===== src/rtl/fifo_ctrl_pkg.sv =====
// Shared definitions for the FIFO control unit: default parameter values and
// the per-cycle operation encoding used to update the occupancy count.
package fifo_ctrl_pkg;

  localparam int DEFAULT_WIDTH     = 4;
  localparam int DEFAULT_WORD_LINE = 3;
  localparam int DEFAULT_SCAN_DIV  = 100000;

  // Which queue operations were accepted this cycle.
  typedef enum logic [1:0] {
    OP_NONE = 2'b00,
    OP_DEQ  = 2'b01,
    OP_ENQ  = 2'b10,
    OP_BOTH = 2'b11
  } op_e;

  function automatic op_e op_decode(input logic enq_ok, input logic deq_ok);
    return op_e'({enq_ok, deq_ok});
  endfunction

endpackage


===== src/rtl/fifo_ctrl_if.sv =====
// Bus between the FIFO controller and its surroundings: the debounced
// push-button requests, the register-file ports and the display-scan outputs.
interface fifo_ctrl_if
  import fifo_ctrl_pkg::*;
#(
  parameter int WIDTH     = DEFAULT_WIDTH,
  parameter int WORD_LINE = DEFAULT_WORD_LINE
);

  logic                 enq;
  logic                 deq;
  logic [WIDTH-1:0]     in;
  logic [WIDTH-1:0]     out;
  logic                 full;
  logic                 empty;
  logic                 we;
  logic [WORD_LINE-1:0] wa;
  logic [WIDTH-1:0]     wd;
  logic [WORD_LINE-1:0] ra0;
  logic [WIDTH-1:0]     rd0;
  logic [WORD_LINE-1:0] ra1;
  logic [WIDTH-1:0]     rd1;
  logic [WORD_LINE-1:0] scan_addr;
  logic [WIDTH-1:0]     scan_data;
  logic                 scan_valid;

  // Environment side: buttons, register file and display driver.
  modport master (
    output enq, deq, in, rd0, rd1,
    input  out, full, empty, we, wa, wd, ra0, ra1,
           scan_addr, scan_data, scan_valid
  );

  // Controller side.
  modport slave (
    input  enq, deq, in, rd0, rd1,
    output out, full, empty, we, wa, wd, ra0, ra1,
           scan_addr, scan_data, scan_valid
  );

endinterface


===== src/rtl/fifo_ctrl_edge_pulse.sv =====
// One-bit rising-edge detector. The history flop resets high so that an
// input already held high when reset is released does not produce a pulse.
module fifo_ctrl_edge_pulse
  import fifo_ctrl_pkg::*;
(
  input  logic clk,
  input  logic rst,
  input  logic sig_i,
  output logic pulse_o
);

  logic sig_d;
  logic sig_q;

  // Next history value is simply the current input level.
  always_comb begin
    sig_d = sig_i;
  end

  // History register, sampled every cycle.
  always_ff @(posedge clk) begin
    // NOTE: clocked state uses non-blocking assignments so every flop samples
    // pre-edge values regardless of statement order.
    if (rst) sig_q <= 1'b1;
    else     sig_q <= sig_d;
  end

  assign pulse_o = sig_i & ~sig_q;

endmodule


===== src/rtl/fifo_ctrl.sv =====
// Control unit that turns a dual-read / single-write register file into a
// circular FIFO. Owns head/tail pointers, occupancy count and the per-slot
// valid map; read port 1 is lent to a free-running display scanner.
module fifo_ctrl
  import fifo_ctrl_pkg::*;
#(
  parameter int WIDTH     = DEFAULT_WIDTH,
  parameter int WORD_LINE = DEFAULT_WORD_LINE,
  parameter int SCAN_DIV  = DEFAULT_SCAN_DIV
) (
  input logic       clk,
  input logic       rst,
  fifo_ctrl_if.slave bus
);

  localparam int DEPTH = 1 << WORD_LINE;
  localparam int CNT_W = WORD_LINE + 1;
  localparam int DIV_W = (SCAN_DIV > 1) ? $clog2(SCAN_DIV) : 1;

  localparam logic [CNT_W-1:0] CNT_FULL  = CNT_W'(DEPTH);
  localparam logic [DIV_W-1:0] DIV_LAST  = DIV_W'(SCAN_DIV - 1);

  logic enq_p;
  logic deq_p;
  logic enq_ok;
  logic deq_ok;
  logic full;
  logic empty;
  op_e  op;

  logic [WORD_LINE-1:0] head_q, head_d;
  logic [WORD_LINE-1:0] tail_q, tail_d;
  logic [CNT_W-1:0]     count_q, count_d;
  logic [DEPTH-1:0]     valid_q, valid_d;
  logic [WIDTH-1:0]     out_q, out_d;
  logic [WORD_LINE-1:0] scan_addr_q, scan_addr_d;
  logic [DIV_W-1:0]     div_q, div_d;

  fifo_ctrl_edge_pulse u_enq_edge (
    .clk     (clk),
    .rst     (rst),
    .sig_i   (bus.enq),
    .pulse_o (enq_p)
  );

  fifo_ctrl_edge_pulse u_deq_edge (
    .clk     (clk),
    .rst     (rst),
    .sig_i   (bus.deq),
    .pulse_o (deq_p)
  );

  // A dequeue frees a slot in the same cycle, so a full queue still takes an enqueue.
  always_comb begin
    full   = (count_q == CNT_FULL);
    empty  = (count_q == '0);
    deq_ok = deq_p & ~empty;
    enq_ok = enq_p & (~full | deq_ok);
    op     = op_decode(enq_ok, deq_ok);
  end

  // Queue next state: pointers, valid map, registered output word and count.
  always_comb begin
    // NOTE: every output of this block gets a default first, so no path can
    // leave a variable unassigned and infer a latch.
    head_d  = head_q;
    tail_d  = tail_q;
    valid_d = valid_q;
    out_d   = out_q;
    count_d = count_q;

    // Clear before set: when both hit the same slot (full queue) it stays valid.
    if (deq_ok) begin
      out_d           = bus.rd0;
      head_d          = head_q + 1'b1;
      valid_d[head_q] = 1'b0;
    end
    if (enq_ok) begin
      tail_d          = tail_q + 1'b1;
      valid_d[tail_q] = 1'b1;
    end

    case (op)
      OP_ENQ:  count_d = count_q + CNT_W'(1);
      OP_DEQ:  count_d = count_q - CNT_W'(1);
      default: count_d = count_q;
    endcase
  end

  // Display scanner: advance one slot every SCAN_DIV cycles.
  always_comb begin
    scan_addr_d = scan_addr_q;
    div_d       = div_q + 1'b1;
    if (div_q == DIV_LAST) begin
      div_d       = '0;
      scan_addr_d = scan_addr_q + 1'b1;
    end
  end

  // State register; register-file contents are left alone, the valid map hides them.
  always_ff @(posedge clk) begin
    if (rst) begin
      head_q      <= '0;
      tail_q      <= '0;
      count_q     <= '0;
      valid_q     <= '0;
      out_q       <= '0;
      scan_addr_q <= '0;
      div_q       <= '0;
    end else begin
      head_q      <= head_d;
      tail_q      <= tail_d;
      count_q     <= count_d;
      valid_q     <= valid_d;
      out_q       <= out_d;
      scan_addr_q <= scan_addr_d;
      div_q       <= div_d;
    end
  end

  assign bus.full       = full;
  assign bus.empty      = empty;
  assign bus.we         = enq_ok;
  assign bus.wa         = tail_q;
  assign bus.wd         = bus.in;
  assign bus.ra0        = head_q;
  assign bus.ra1        = scan_addr_q;
  assign bus.out        = out_q;
  assign bus.scan_addr  = scan_addr_q;
  assign bus.scan_data  = bus.rd1;
  assign bus.scan_valid = valid_q[scan_addr_q];

endmodule


===== src/flat_wrapper.sv =====
// flat-port wrapper written by rule: the top's interface ports become plain ports
module fifo_ctrl_flat import fifo_ctrl_pkg::*;
#(
  parameter int WIDTH     = DEFAULT_WIDTH,
  parameter int WORD_LINE = DEFAULT_WORD_LINE,
  parameter int SCAN_DIV  = DEFAULT_SCAN_DIV
)
  (clk, rst, bus_enq, bus_deq, bus_in, bus_rd0, bus_rd1, bus_out, bus_full, bus_empty, bus_we, bus_wa, bus_wd, bus_ra0, bus_ra1, bus_scan_addr, bus_scan_data, bus_scan_valid);
  fifo_ctrl_if #(.WIDTH(WIDTH), .WORD_LINE(WORD_LINE)) bus_i ();
  input logic clk;
  input logic rst;
  input wire logic [$bits(bus_i.enq)-1:0] bus_enq;
  input wire logic [$bits(bus_i.deq)-1:0] bus_deq;
  input wire logic [$bits(bus_i.in)-1:0] bus_in;
  input wire logic [$bits(bus_i.rd0)-1:0] bus_rd0;
  input wire logic [$bits(bus_i.rd1)-1:0] bus_rd1;
  output wire logic [$bits(bus_i.out)-1:0] bus_out;
  output wire logic [$bits(bus_i.full)-1:0] bus_full;
  output wire logic [$bits(bus_i.empty)-1:0] bus_empty;
  output wire logic [$bits(bus_i.we)-1:0] bus_we;
  output wire logic [$bits(bus_i.wa)-1:0] bus_wa;
  output wire logic [$bits(bus_i.wd)-1:0] bus_wd;
  output wire logic [$bits(bus_i.ra0)-1:0] bus_ra0;
  output wire logic [$bits(bus_i.ra1)-1:0] bus_ra1;
  output wire logic [$bits(bus_i.scan_addr)-1:0] bus_scan_addr;
  output wire logic [$bits(bus_i.scan_data)-1:0] bus_scan_data;
  output wire logic [$bits(bus_i.scan_valid)-1:0] bus_scan_valid;
  assign bus_i.enq = bus_enq;
  assign bus_i.deq = bus_deq;
  assign bus_i.in = bus_in;
  assign bus_i.rd0 = bus_rd0;
  assign bus_i.rd1 = bus_rd1;
  assign bus_out = bus_i.out;
  assign bus_full = bus_i.full;
  assign bus_empty = bus_i.empty;
  assign bus_we = bus_i.we;
  assign bus_wa = bus_i.wa;
  assign bus_wd = bus_i.wd;
  assign bus_ra0 = bus_i.ra0;
  assign bus_ra1 = bus_i.ra1;
  assign bus_scan_addr = bus_i.scan_addr;
  assign bus_scan_data = bus_i.scan_data;
  assign bus_scan_valid = bus_i.scan_valid;
  fifo_ctrl #(.WIDTH(WIDTH), .WORD_LINE(WORD_LINE), .SCAN_DIV(SCAN_DIV)) u_core (.clk(clk), .rst(rst), .bus(bus_i));
endmodule

===== config.mk =====
export PLATFORM = sky130hd
export DESIGN_NAME = fifo_ctrl_flat
export DESIGN_NICKNAME = d
export VERILOG_FILES = /design/src/rtl/fifo_ctrl_pkg.sv /design/src/rtl/fifo_ctrl_if.sv /design/src/rtl/fifo_ctrl_edge_pulse.sv /design/src/rtl/fifo_ctrl.sv /design/src/flat_wrapper.sv
export SDC_FILE = /design/constraint.sdc
export NUM_CORES = 1
export LEC_CHECK = 0
export CORE_ASPECT_RATIO = 1.25
export CORE_MARGIN = 1.5
export CORE_UTILIZATION = 41
export CTS_CLUSTER_DIAMETER = 100
export DETAILED_ROUTE_END_ITERATION = 7
export GPL_TIMING_DRIVEN = 0
export PLACE_DENSITY = 0.66
export SLEW_MARGIN = 5
export SYNTH_ARGS = -nofsm -noshare
export SYNTH_HDL_FRONTEND = slang
export SYNTH_HIERARCHICAL = 1
export SYNTH_SLANG_ARGS = --single-unit

===== constraint.sdc =====
create_clock -name clk -period 3.3 [get_ports clk]
set_clock_uncertainty 0.15 [all_clocks]
set_input_delay 0.66 -clock clk [delete_from_list [all_inputs] [get_ports clk]]
set_output_delay 0.66 -clock clk [all_outputs]
set_load 0.1 [all_outputs]

# Word level (Yosys, flattened, before mapping)
# Index checks and enable logic that the tools add are counted.
# classes
n_mux	9
n_div	0
addsub	6
n_reduce_logical	5
eq_ne	4
n_mul	0
n_bitwise	12
order_cmp	5
shifts	0
# op_table
operator	n
$add 17x1->17 const B	1
$eq 17x17->1 const B	1
$mux 8	2
$lt 3x4->1 const B	3
$add 3x1->3 const B	3
$and 8x8->8	1
$not 8->8	1
$or 8x8->8	1
$pmux 4 s2	1
$demux 1 s3	2
$ge 3x1->1 const B	2
$add 4x1->4 const B	1
$and 1x1->1	4
$eq 4x4->1 const B	1
$logic_not 4->1	1
$not 1->1	4
$sub 4x1->4 const B	1
$bmux 1 s3	1
$mux 1	3
$eq 2x1->1 const B	1
$eq 2x2->1 const B	1
$logic_and 1x1->1	2
$reduce_bool 2->1	1
$reduce_or 2->1	1
$or 1x1->1	1
# totals
out_inout_bits	28
mem_count	0
latch_bits	0
ramBits	0
romBits	0
in_bits	16
elab_cells	50
regBits	44

# Depth between registers and ports, before layout
# depth
depth_word	9
depth_mapped	9
mapped_depth_nobuf	9

# Cells and area by module
# Netlist, hierarchy kept.
# modules_own_cells
mod	n_inst	cells_per_inst	seq_area_each_um2	area_each_um2
fifo_ctrl	1	235	840.8	2095.8
fifo_ctrl_edge_pulse	2	3	20.0	32.5

# Worst setup path after synthesis
# OpenSTA, ideal clock, no wires.
# synth_path
path_type	flip-flop to output port
startpoint	register u_core.count_q[3]
endpoint	output bus_empty
t_required_ps	2490
stages_incl_launch_ff	2
slack_ps	-793
path_buffers	0
arrival_ps	3283
path_cell_list	dfxtp_1 > nor4_1
# synth_between
elab_chain_cells	1
# synth_rtl
item	line_no	rtl
start: declaration	fifo_ctrl.sv:33	logic [CNT_W-1:0] count_q, count_d;
start signal: assignment	fifo_ctrl.sv:113	count_q <= count_d;
$logic_not 4->1	fifo_ctrl.sv:56	empty = (count_q == '0);
end: declaration	flat_wrapper.sv:19	output wire logic [$bits(bus_i.empty)-1:0] bus_empty;
# No other way between the ends.

# Worst setup path in the final report
# layout_path
startpoint	input bus_enq
endpoint	output bus_we
# layout_between
elab_chain_cells	2
# layout_rtl
item	line_no	rtl
start: declaration	flat_wrapper.sv:12	input wire logic [$bits(bus_i.enq)-1:0] bus_enq;
$and 1x1->1	fifo_ctrl_edge_pulse.sv:28	assign pulse_o = sig_i & ~sig_q;
net u_core.enq_p	fifo_ctrl.sv:23	logic enq_p;
$and 1x1->1	fifo_ctrl.sv:58	enq_ok = enq_p & (~full | deq_ok);
end: declaration	flat_wrapper.sv:20	output wire logic [$bits(bus_i.we)-1:0] bus_we;
# The timed path passes the listed nets, and every way through them passes these cells.

==> results.yml <==
cts:
  numCtsBuffers: 5
  cts_tree: "built"
  cts.repair.resized: 5
  clockBufferDepth: 2
  cts_setup_buffers: 0
  cts-root-buf: "clkbuf_8"
  clkLatencyLatePin_ns: 0.30
  cts_max_level: 2
  clkTransAtPathRegs_ns: 0.08
  hold_buffers: 0
  cts_num_sinks: 44
timing:
  fin_tns_setup_ns: 0
  setup_violations: 0
  finalMaxSlewViolations: 0
  finalHoldViolCount: 0
  setup_ws_ns: 0.241
  holdWs_ns: 0.309
  rsz0062_at_grt: "false"
  max_freq_mhz: 327
  tightest_slew_ns: 0.977
  post-route-period-util_pct: 92.7
  maxSlewHeadroom_pct: 34.7
  min_period_ns: 3.06
finish:
  finish.cell_count_without_fillers: 345
  antenna_cells: 0
  final_nets: 306
  drive_above_1_share_pct: 12.7
  fin_area_mm2: 0.00272
  syn2layout_area_growth_pct: 25.8
global_route:
  grt_pass1_wl_um: 7120
  grt_max_degree: 14
  antenna_found_initial: 0
  gr-total-overflow: 0
  grt_pass1_vias: 1614
  gr-usage-all-layers_pct: 16.1
floorplanning:
  initial_core_util_pct: 42.5
  die_y_um: 84.2
  dieArea_mm2: 0.00572
  num_io_pins: 44
  die_x_um: 67.9
  rows: 29
  core_mm2: 0.00508
pwr:
  power.leakage_nw: 1.00
  irDropWorstVdd_mv: 0.225
  powerDensity_mw_per_mm2: 442
synthesis:
  postSynthRegisterBits: 44
  async_flop_share_pct: 0
  netlist_area_mm2: 0.00216
  synth-main-ff-cell: "dfxtp_1"
  yosysSeqAreaShare_pct: 40.8
  yosysTopAreaCellShare_pct: 40.8
  synthCells: 241
  syn_nets: 264
  synthTopCellsByArea: "dfxtp_1 (41%), xor2_1 (4.9%), a21oi_1 (4.4%), nor2_1 (4.3%), nand2_1 (4.0%)"
  synth_largest_area_cell: "dfxtp_1"
  ys_types: 47
  syn-mean-instance-area_um2: 8.97
  yosys_warnings: 6
  synth_edf_count: 0
critical_path:
  crit_family: "buffers and inverters"
  crit_slowest_cell: "clkdlybuf4s50_1"
  cp_max_fo: 10
  cp.required_ns: 2.49
  critPathMaxStageDelay_ns: 0.47
  path_cells: "clkdlybuf4s50_1, nor2b_1, o21ai_4, inv_2, buf_2"
  worst-setup-path-type: "in2out"
  critPathArrivalTime_ns: 2.25
  worst-path-buf-inv: 3
  start_kind: "input port"
  end_kind: "output pin"
place:
  hpwl_um: 3110
  dp_cells: 338
  post-place-ws_ns: -0.550
  place_congestion: 0.828
  dpl_cell_area_mm2: 0.00259
  portBuffers: 35
status:
  outcome: "finished, final reports clean"
routing:
  vias_per_cell: 5.20
  remaining_drc_errors: 0
  postRouteAntennaNets: 0
  wl_per_cell_um: 12.7
  drt_iter0_drc: 85
  routed_wl_um: 4390
  dr.pass1.iters: 4
  dr_total_vias: 1794
min_path:
  min_path_type: "reg2reg"
run:
  maxCapViolations: 0
cell usage after synthesis (5+ instances only):
cell type and instances:
inv_1 7, dfxtp_1 44, nand3_1 7, xor2_1 12, o21ai_0 10, xnor2_1 7
nand2b_1 5, nor2_1 25, ha_1 6, nand2_1 23, a21oi_1 19, nand4_1 6
buf_4 11, clkbuf_1 6
where the power goes:
part           internal, mW  switching (mW)
registers             0.541          0.0117
clock network         0.298           0.178
logic                0.0517           0.121
layer usage:
layer	GRT usage [%]	vias up	wire [um]
li1	-	914	-
met1	17.9	821	1900
met2	28.4	50	2180
met3	4.83	9	235
met4	4.91	0	74
met5	0	-	0
final timing paths:
path,from,to,slack [ns],cells after the start
min,u_core/bus.out[0],u_core/bus.out[0],0.31,2
max reg2reg,u_core/count_q[0],u_core/count_q[3],0.81,8
min reg2reg,u_core/bus.out[0],u_core/bus.out[0],0.31,2
max,bus_enq,bus_we,0.24,5
flip-flops by register name, indices dropped and copies added (netlist names):
| name | cells |
|---|---|
| u_core/bus.out | 4 |
| u_core/div_q | 17 |
| u_core/count_q | 4 |
| u_core/bus.ra0 | 3 |
| u_core/u_enq_edge/sig_q | 1 |
| u_core/u_deq_edge/sig_q | 1 |
| u_core/bus.ra1 | 3 |
| u_core/bus.wa | 3 |
| u_core/valid_q | 8 |
worst register-to-register path, stage by stage (launching register included):
cell and delay, ns:
dfxtp_1 0.39, o41a_1 0.44, nand2b_1 0.16, inv_1 0.15
ha_1 0.34, a21oi_1 0.18, a21oi_1 0.10, a2bb2oi_2 0.15
mux2_1 0.32
layout make-up:
class	instances	area [um^2]
Buffer	21	125
Timing Repair Buffer	35	343
Sequential cell	44	881
Clock inverter	2	60.1
Fill cell	492	2360
Tap cell	62	77.6
Inverter	8	30.0
Multi-Input combinational cell	168	1130
Clock buffer	5	68.8
logic make-up after synthesis:
family	count (synthesis)	synth area share, %
and+or+nand+nor	97	24.4
DFF	44	40.8
AOI/OAI and AO/OA	40	11.9
buffers and inverters	29	7.18
xor gates and xnor gates	19	7.70
adders and majority gates	7	4.40
muxes	5	3.59
stage by stage:
stage / utilization [%] / total power, mW
after floorplan: - / 0.698
after global placement: 51.1 / 0.739
after detailed placement: 51.1 / 0.740
after CTS: 53.6 / 1.22
after global routing: 53.5 / 1.25
final: 53.5 / 1.20
cell usage in the layout, fill, tap and decap left out, types with 2 or more instances in the layout:
cell             synthesis  layout
dfxtp_1                 44      44
clkdlybuf4s50_1          0      32
nor2_1                  25      25
nand2_1                 23      23
a21oi_1                 19      19
xor2_1                  12      12
buf_4                   11      11
o21ai_0                 10      10
inv_1                    7       7
nand3_1                  7       7
xnor2_1                  7       7
clkbuf_1                 6       6
nand4_1                  6       6
ha_1                     6       6
clkbuf_8                 0       5
nand2b_1                 5       5
buf_2                    3       4
and4_1                   3       3
nor4bb_1                 3       3
nor3_1                   3       3
nand4b_1                 3       3
o31ai_1                  3       3
or3_1                    3       3
bufinv_16                0       2
dlygate4sd2_1            0       2
mux4_2                   2       2
or4b_2                   2       2
nor2b_1                  3       2
or2_1                    2       2
Power figures use the tool's default switching activity.
